`src/rtl/match_ctrl_if.sv`:
```
// match_ctrl_if: game-flow bus between match_ctrl and its neighbours.
// master drives fault/frame inputs, slave is the sequencer.
interface match_ctrl_if #(
  parameter int SCORE_W = 5
);
  logic               vsync_in;
  logic               start_click;
  logic               gnd_col;
  logic               gnd_side;
  logic               ovr_touch;
  logic               last_touch;
  logic               play_en;
  logic               ball_rst;
  logic               serve_side;
  logic [SCORE_W-1:0] score_pl1;
  logic [SCORE_W-1:0] score_pl2;
  logic               flag_point;
  logic               point_winner;
  logic               endgame;
  logic [2:0]         state_out;

  modport master (
    output vsync_in, start_click,
    output gnd_col, gnd_side,
    output ovr_touch, last_touch,
    input  play_en, ball_rst, serve_side,
    input  score_pl1, score_pl2,
    input  flag_point, point_winner,
    input  endgame, state_out
  );

  modport slave (
    input  vsync_in, start_click,
    input  gnd_col, gnd_side,
    input  ovr_touch, last_touch,
    output play_en, ball_rst, serve_side,
    output score_pl1, score_pl2,
    output flag_point, point_winner,
    output endgame, state_out
  );
endinterface

```
`src/rtl/match_ctrl.sv`:
```
// match_ctrl: volleyball match sequencer (serve/rally/point/over).
// Optional WIN_BY_TWO_EN: match ends only with a 2-point lead.
module match_ctrl #(
  parameter int WIN_SCORE    = 15,
  parameter int PAUSE_FRAMES = 90,
  parameter int SERVE_FRAMES = 30,
  parameter int SCORE_W      = 5
) (
  input  logic       pclk,
  input  logic       rst,
  match_ctrl_if.slave bus
);

  typedef enum logic [2:0] {
    S_IDLE  = 3'd0,
    S_SERVE = 3'd1,
    S_RALLY = 3'd2,
    S_POINT = 3'd3,
    S_OVER  = 3'd4
  } state_t;

  localparam logic [SCORE_W-1:0] SC_MAX = '1;
  localparam logic [7:0] SRV_N = 8'(SERVE_FRAMES);
  localparam logic [7:0] PSE_N = 8'(PAUSE_FRAMES);
  localparam logic [SCORE_W:0] WIN_N =
    (SCORE_W+1)'(WIN_SCORE);

  state_t             r_state;
  state_t             w_state_n;
  logic               r_vsync_q;
  logic               r_click_q;
  logic [7:0]         r_cnt;
  logic [SCORE_W-1:0] r_sc1;
  logic [SCORE_W-1:0] r_sc2;
  logic               r_flag;
  logic               r_pw;
  logic               r_serve;

  logic               w_tick;
  logic               w_click;
  logic               w_evt;
  logic               w_win;
  logic               w_award;
  logic               w_clr;
  logic               w_done;
  logic [7:0]         w_cnt_inc;
  logic [SCORE_W:0]   w_sc_w;
  logic [SCORE_W:0]   w_sc_l;

  assign w_tick    = bus.vsync_in & ~r_vsync_q;
  assign w_click   = bus.start_click & ~r_click_q;
  assign w_evt     = bus.gnd_col | bus.ovr_touch;
  assign w_win     = bus.gnd_col ? ~bus.gnd_side
                                 : ~bus.last_touch;
  assign w_cnt_inc = r_cnt + 8'd1;
  assign w_sc_w    = {1'b0, r_pw ? r_sc2 : r_sc1};
  assign w_sc_l    = {1'b0, r_pw ? r_sc1 : r_sc2};

`ifdef WIN_BY_TWO_EN
  assign w_done = (r_sc1 == SC_MAX) |
                  (r_sc2 == SC_MAX) |
                  ((w_sc_w >= WIN_N) &
                   (w_sc_w >= w_sc_l + (SCORE_W+1)'(2)));
`else
  assign w_done = w_sc_w >= WIN_N;
`endif

  // state register
  always_ff @(posedge pclk or negedge rst) begin
    if (!rst) r_state <= S_IDLE;
    else      r_state <= w_state_n;
  end

  // next-state and per-cycle strobes
  always_comb begin
    w_state_n = r_state;
    w_award   = 1'b0;
    w_clr     = 1'b0;
    case (r_state)
      S_IDLE:
        if (w_click) w_state_n = S_SERVE;
      S_SERVE:
        if (w_tick && w_cnt_inc == SRV_N)
          w_state_n = S_RALLY;
      S_RALLY:
        if (w_evt) begin
          w_award   = 1'b1;
          w_state_n = S_POINT;
        end
      S_POINT:
        if (w_tick && w_cnt_inc == PSE_N)
          w_state_n = w_done ? S_OVER : S_SERVE;
      S_OVER:
        if (w_click) begin
          w_clr     = 1'b1;
          w_state_n = S_IDLE;
        end
      default:
        w_state_n = S_IDLE;
    endcase
  end

  // frame and click edge detectors
  always_ff @(posedge pclk or negedge rst) begin
    if (!rst) begin
      r_vsync_q <= 1'b0;
      r_click_q <= 1'b0;
    end else begin
      r_vsync_q <= bus.vsync_in;
      r_click_q <= bus.start_click;
    end
  end

  // frame counter restarts on every state change
  always_ff @(posedge pclk or negedge rst) begin
    if (!rst)
      r_cnt <= 8'd0;
    else if (w_state_n != r_state)
      r_cnt <= 8'd0;
    else if (w_tick && (r_state == S_SERVE ||
                        r_state == S_POINT))
      r_cnt <= w_cnt_inc;
  end

  // scores, point pulse, winner and serving side
  always_ff @(posedge pclk or negedge rst) begin
    if (!rst) begin
      r_sc1   <= '0;
      r_sc2   <= '0;
      r_flag  <= 1'b0;
      r_pw    <= 1'b0;
      r_serve <= 1'b0;
    end else begin
      r_flag <= w_award;
      if (w_award) begin
        r_pw    <= w_win;
        r_serve <= w_win;
        if (w_win) begin
          if (r_sc2 != SC_MAX) r_sc2 <= r_sc2 + 1'b1;
        end else begin
          if (r_sc1 != SC_MAX) r_sc1 <= r_sc1 + 1'b1;
        end
      end else if (w_clr) begin
        r_sc1 <= '0;
        r_sc2 <= '0;
      end
    end
  end

  assign bus.play_en      = (r_state == S_RALLY);
  assign bus.ball_rst     = (r_state == S_IDLE) |
                            (r_state == S_SERVE) |
                            (r_state == S_OVER);
  assign bus.endgame      = (r_state == S_OVER);
  assign bus.state_out    = r_state;
  assign bus.serve_side   = r_serve;
  assign bus.score_pl1    = r_sc1;
  assign bus.score_pl2    = r_sc2;
  assign bus.flag_point   = r_flag;
  assign bus.point_winner = r_pw;

endmodule

```
`src/flat_wrapper.sv`:
```
// flat-port wrapper written by rule: the top's interface ports become plain ports
module match_ctrl_flat 
#(
  parameter int WIN_SCORE    = 15,
  parameter int PAUSE_FRAMES = 90,
  parameter int SERVE_FRAMES = 30,
  parameter int SCORE_W      = 5
)
  (pclk, rst, bus_vsync_in, bus_start_click, bus_gnd_col, bus_gnd_side, bus_ovr_touch, bus_last_touch, bus_play_en, bus_ball_rst, bus_serve_side, bus_score_pl1, bus_score_pl2, bus_flag_point, bus_point_winner, bus_endgame, bus_state_out);
  match_ctrl_if #(.SCORE_W(SCORE_W)) bus_i ();
  input  logic pclk;
  input  logic rst;
  input wire logic [$bits(bus_i.vsync_in)-1:0] bus_vsync_in;
  input wire logic [$bits(bus_i.start_click)-1:0] bus_start_click;
  input wire logic [$bits(bus_i.gnd_col)-1:0] bus_gnd_col;
  input wire logic [$bits(bus_i.gnd_side)-1:0] bus_gnd_side;
  input wire logic [$bits(bus_i.ovr_touch)-1:0] bus_ovr_touch;
  input wire logic [$bits(bus_i.last_touch)-1:0] bus_last_touch;
  output wire logic [$bits(bus_i.play_en)-1:0] bus_play_en;
  output wire logic [$bits(bus_i.ball_rst)-1:0] bus_ball_rst;
  output wire logic [$bits(bus_i.serve_side)-1:0] bus_serve_side;
  output wire logic [$bits(bus_i.score_pl1)-1:0] bus_score_pl1;
  output wire logic [$bits(bus_i.score_pl2)-1:0] bus_score_pl2;
  output wire logic [$bits(bus_i.flag_point)-1:0] bus_flag_point;
  output wire logic [$bits(bus_i.point_winner)-1:0] bus_point_winner;
  output wire logic [$bits(bus_i.endgame)-1:0] bus_endgame;
  output wire logic [$bits(bus_i.state_out)-1:0] bus_state_out;
  assign bus_i.vsync_in = bus_vsync_in;
  assign bus_i.start_click = bus_start_click;
  assign bus_i.gnd_col = bus_gnd_col;
  assign bus_i.gnd_side = bus_gnd_side;
  assign bus_i.ovr_touch = bus_ovr_touch;
  assign bus_i.last_touch = bus_last_touch;
  assign bus_play_en = bus_i.play_en;
  assign bus_ball_rst = bus_i.ball_rst;
  assign bus_serve_side = bus_i.serve_side;
  assign bus_score_pl1 = bus_i.score_pl1;
  assign bus_score_pl2 = bus_i.score_pl2;
  assign bus_flag_point = bus_i.flag_point;
  assign bus_point_winner = bus_i.point_winner;
  assign bus_endgame = bus_i.endgame;
  assign bus_state_out = bus_i.state_out;
  match_ctrl #(.WIN_SCORE(WIN_SCORE), .PAUSE_FRAMES(PAUSE_FRAMES), .SERVE_FRAMES(SERVE_FRAMES), .SCORE_W(SCORE_W)) u_core (.pclk(pclk), .rst(rst), .bus(bus_i));
endmodule
```
`config.mk`:
```
export PLATFORM = sky130hd
export DESIGN_NAME = match_ctrl_flat
export DESIGN_NICKNAME = d
export VERILOG_FILES = /design/src/rtl/match_ctrl_if.sv /design/src/rtl/match_ctrl.sv /design/src/flat_wrapper.sv
export SDC_FILE = /design/constraint.sdc
export NUM_CORES = 1
export LEC_CHECK = 0
export CAP_MARGIN = 20
export CORE_ASPECT_RATIO = 2
export CORE_MARGIN = 8
export CORE_UTILIZATION = 50
export DETAILED_ROUTE_END_ITERATION = 10
export GPL_ROUTABILITY_DRIVEN = 0
export PLACE_DENSITY = 0.84
export SLEW_MARGIN = 40
export SYNTH_ARGS = -nofsm -noshare
export SYNTH_HDL_FRONTEND = slang
export SYNTH_SLANG_ARGS = --single-unit
```
`constraint.sdc`:
```
create_clock -name pclk -period 2.98 [get_ports pclk]
set_input_delay 0.596 -clock pclk [delete_from_list [all_inputs] [get_ports pclk]]
set_output_delay 0.596 -clock pclk [all_outputs]
set_load 0.02 [all_outputs]
```
==> results.sh <==
export IMPL_nFillCells=256
export IMPL_overflow=0
export IMPL_finClkSkew_ns=0.00523
export IMPL_tritoncts_num_buffers=3
export IMPL_combinational_family_with_the_most_area_after_synthesis="simple AND/OR/NAND/NOR gates"
export IMPL_global_route_usage_met1=0.151
export IMPL_numClockSinks=25
export IMPL_dominantRegCellSynth="dfrtp_1"
export IMPL_grt_pass1_vias=1371
export IMPL_flops_latches_synth=25
export IMPL_yosysWarnings=0
export IMPL_final_layout_size_suffix_gt1_frac=0.0874
export IMPL_layout_common_cells="clkdlybuf4s50_1, dfrtp_1, nand2_1"
export IMPL_multi_input_comb_area_um2=833
export IMPL_port_buffer_count=26
export IMPL_slowest_stage="clkdlybuf4s50_1"
export IMPL_syn_mean_instance_area_um2=9.61
export IMPL_worstPathArrival_ns=1.98
export IMPL_cts_path_max_buffers=2
export IMPL_cts_hold_buffers_added=0
export IMPL_worstMarginPinSlew_ns=0.622
export IMPL_cts_reportedPaths_clkPinSlew_ns=0.08
export IMPL_via_density=6.06
export IMPL_setup_cp_type="reg2out"
export IMPL_global_route_peak_usage_layer="met2"
export IMPL_p_int_mw=0.645
export IMPL_share_comb_of_total_power=0.327
export IMPL_kind_of_path_behind_the_tightest_hold_check="reg2reg"
export IMPL_layout_area_overhead_vs_synth_pct=21.0
export IMPL_cts_root_buf="clkbuf_8"
export IMPL_clock_tree_htree_level_count=1
export IMPL_power_switching_share=0.372
export IMPL_met2_usage=0.285
export IMPL_insertedDiodeCount=0
export IMPL_placed_area_um2=1790
export IMPL_die_width_um=55.0
export IMPL_synth_net_count=172
export IMPL_initial_core_util=0.516
export IMPL_grt_met3_usage=0.0286
export IMPL_crit_path_max_fanout=12
export IMPL_yosysUniqueCellTypes=43
export IMPL_grt_antenna_before_repair=0
export IMPL_tritoncts="done"
export IMPL_achievable_frequency_mhz=388
export IMPL_synth_xor_area_frac=0.0635
export IMPL_clk_insertion_delay_late_ns=0.27
export IMPL_global_route_wire_length_before_repair_um=6150
export IMPL_setup_tns_ns=0
export IMPL_layout_core_utilization=0.624
export IMPL_ff_latch_area_um2=626
export IMPL_ctsResizeCount=0
export IMPL_final_period_minus_worst_setup_slack_ns=2.58
export IMPL_crit_path_start_kind="flop"
export IMPL_slew_limit_headroom=0.584
export IMPL_core_region_area_um2=2940
export IMPL_critical_path_cell_chain="or3b_4, inv_1, clkdlybuf4s50_1"
export IMPL_floorplan_die_height_um=93.9
export IMPL_synthArstFlopShare=1.00
export IMPL_run_status="finished, final reports clean"
export IMPL_synth_simple_area_share=0.279
export IMPL_globalRouteTotalUtil=0.155
export IMPL_route_detailed_drc=0
export IMPL_grt_setup_unrepaired="no"
export IMPL_cp_end_kind="output pin"
export IMPL_worst_endpoint_required_ns=2.38
export IMPL_peakVddDrop_uv=406
export IMPL_power_clock_fraction=0.195
export IMPL_power_static_leakage_nw=0.774
export IMPL_compound_gate_portion_of_the_synthesized_area=0.129
export IMPL_finalCritPeriodShare=0.864
export IMPL_place_hpwl_um=2840
export IMPL_layout_cells_most_common="clkdlybuf4s50_1"
export IMPL_finalHoldWorstSlack_ns=0.564
export IMPL_seq_power_share=0.478
export IMPL_fp_dieArea_um2=5160
export IMPL_post_cts_buffers=0
export IMPL_number_of_nets_in_the_layout=198
export IMPL_synth_enable_flop_cells=0
export IMPL_finalWirelength_um=3620
export IMPL_detailedRoute_firstIterationViolations=23
export IMPL_yosys_mux_area_fraction=0.0280
export IMPL_report_final_setup_viol=0
export IMPL_routed_via_count=1290
export IMPL_power_switching_mw=0.382
export IMPL_final_max_slew_viol_count=0
export IMPL_placement_rows=28
export IMPL_layout_cell_area_non_filler_um2=1840
export IMPL_hold_viol=0
export IMPL_post_drt_wl_per_cell_um=17.0
export IMPL_syn_cell_area_um2=1520
export IMPL_critical_path_max_stage_delay_ns=0.61
export IMPL_grt_max_degree=26
export IMPL_syn_instance_count=158
export IMPL_timing_max_cap_violations=0
export IMPL_num_io_pins=27
export IMPL_synth_adder_area_share=0.0495
export IMPL_power_per_cell_area_nw_per_um2=559
export IMPL_power_mw=1.03
export IMPL_drtAntennaViolNets=0
export IMPL_synth_seq_area_share=0.412
export IMPL_drt_pass1_iter_count=4
metrics by stage:
step                      worst slack, ns  cells
after floorplan                     0.705    158
after global placement              0.551    209
after detailed placement            0.475    209
after CTS                           0.400    213
after global routing                0.322    213
final                               0.405    213
critical path, delay by kind of cell, from the launching register on:
kind | cells | cell delay, ns
flops | 1 | 0.54
simple gates | 1 | 0.48
buf+inv | 2 | 0.69
Yosys cell counts (all sizes together), types with 2 or more instances:
cell type  number  area, um2
o21ai          12       60.1
a21oi           5       25.0
buf             7       43.8
inv             3       11.3
and2            2       12.5
mux2i           2       20.0
dfrtp          25        626
nor4            7       58.8
nand2b          2       12.5
ha              6       75.1
xor2            9       78.8
nand4           3       18.8
o31ai           3       22.5
or3             2       12.5
nand2          16       60.1
nor2           12       47.6
xnor2           2       17.5
mux2            2       22.5
and3b           3       26.3
nor2b           2       12.5
nor3b           4       30.0
and3            4       25.0
a221o           2       20.0
nor3            4       20.0
nand3           5       25.0
cell type report:
| type | instances | area share |
|---|---|---|
| timing repair buffer | 29 | 0.154 |
| inverter | 3 | 0.00613 |
| clock buffer | 3 | 0.0225 |
| multi-input combinational | 122 | 0.454 |
| tap | 30 | 0.0204 |
| sequential | 25 | 0.341 |
| clock inverter | 1 | 0.00272 |
state kept, by name (all words and copies together), names as in the netlist:
| name | count |
|---|---|
| u_core.bus.point_winner | 1 |
| u_core.bus.state_out | 3 |
| u_core.r_click_q | 1 |
| u_core.r_cnt | 8 |
| u_core.bus.score_pl1 | 5 |
| u_core.bus.score_pl2 | 5 |
| u_core.bus.flag_point | 1 |
| u_core.r_vsync_q | 1 |
power by group through the flow:
| stage | sequential (mW) | combinational (mW) | clock, mW |
|---|---|---|---|
| floorplan | 0.464 | 0.250 | 0 |
| global placement | 0.488 | 0.321 | 0 |
| detailed placement | 0.495 | 0.337 | 0 |
| CTS | 0.489 | 0.340 | 0.204 |
| global route | 0.506 | 0.374 | 0.220 |
| finish | 0.491 | 0.336 | 0.200 |
path summary, 6_finish.rpt:
path,to,depth (start not counted),slack [ns],from
max,bus_play_en,3,0.40,u_core.bus.state_out[1]
min,u_core.bus.score_pl2[4],2,0.56,u_core.bus.score_pl2[4]
max reg2reg,u_core.bus.state_out[1],6,0.82,u_core.r_cnt[0]
min reg2reg,u_core.bus.score_pl2[4],2,0.56,u_core.bus.score_pl2[4]
max in group asynchronous,u_core.r_cnt[6],2,2.06,rst
min in group asynchronous,u_core.bus.score_pl2[4],2,0.67,rst
routing by layer:
| layer | wire length, um | share of wire |
|---|---|---|
| met5 | 0 | 0 |
| met4 | 77 | 0.021 |
| met3 | 123 | 0.034 |
| met2 | 2070 | 0.57 |
| met1 | 1350 | 0.37 |
logic make-up after synthesis:
family,Yosys count
XOR/XNOR,11
AO/OA/AOI/OAI,30
buffers and inverters,11
adder cells (fa/ha/maj),6
multiplexers,4
AND/OR/NAND/NOR,71
flip-flops,25
(Power assumes the default switching activity.)
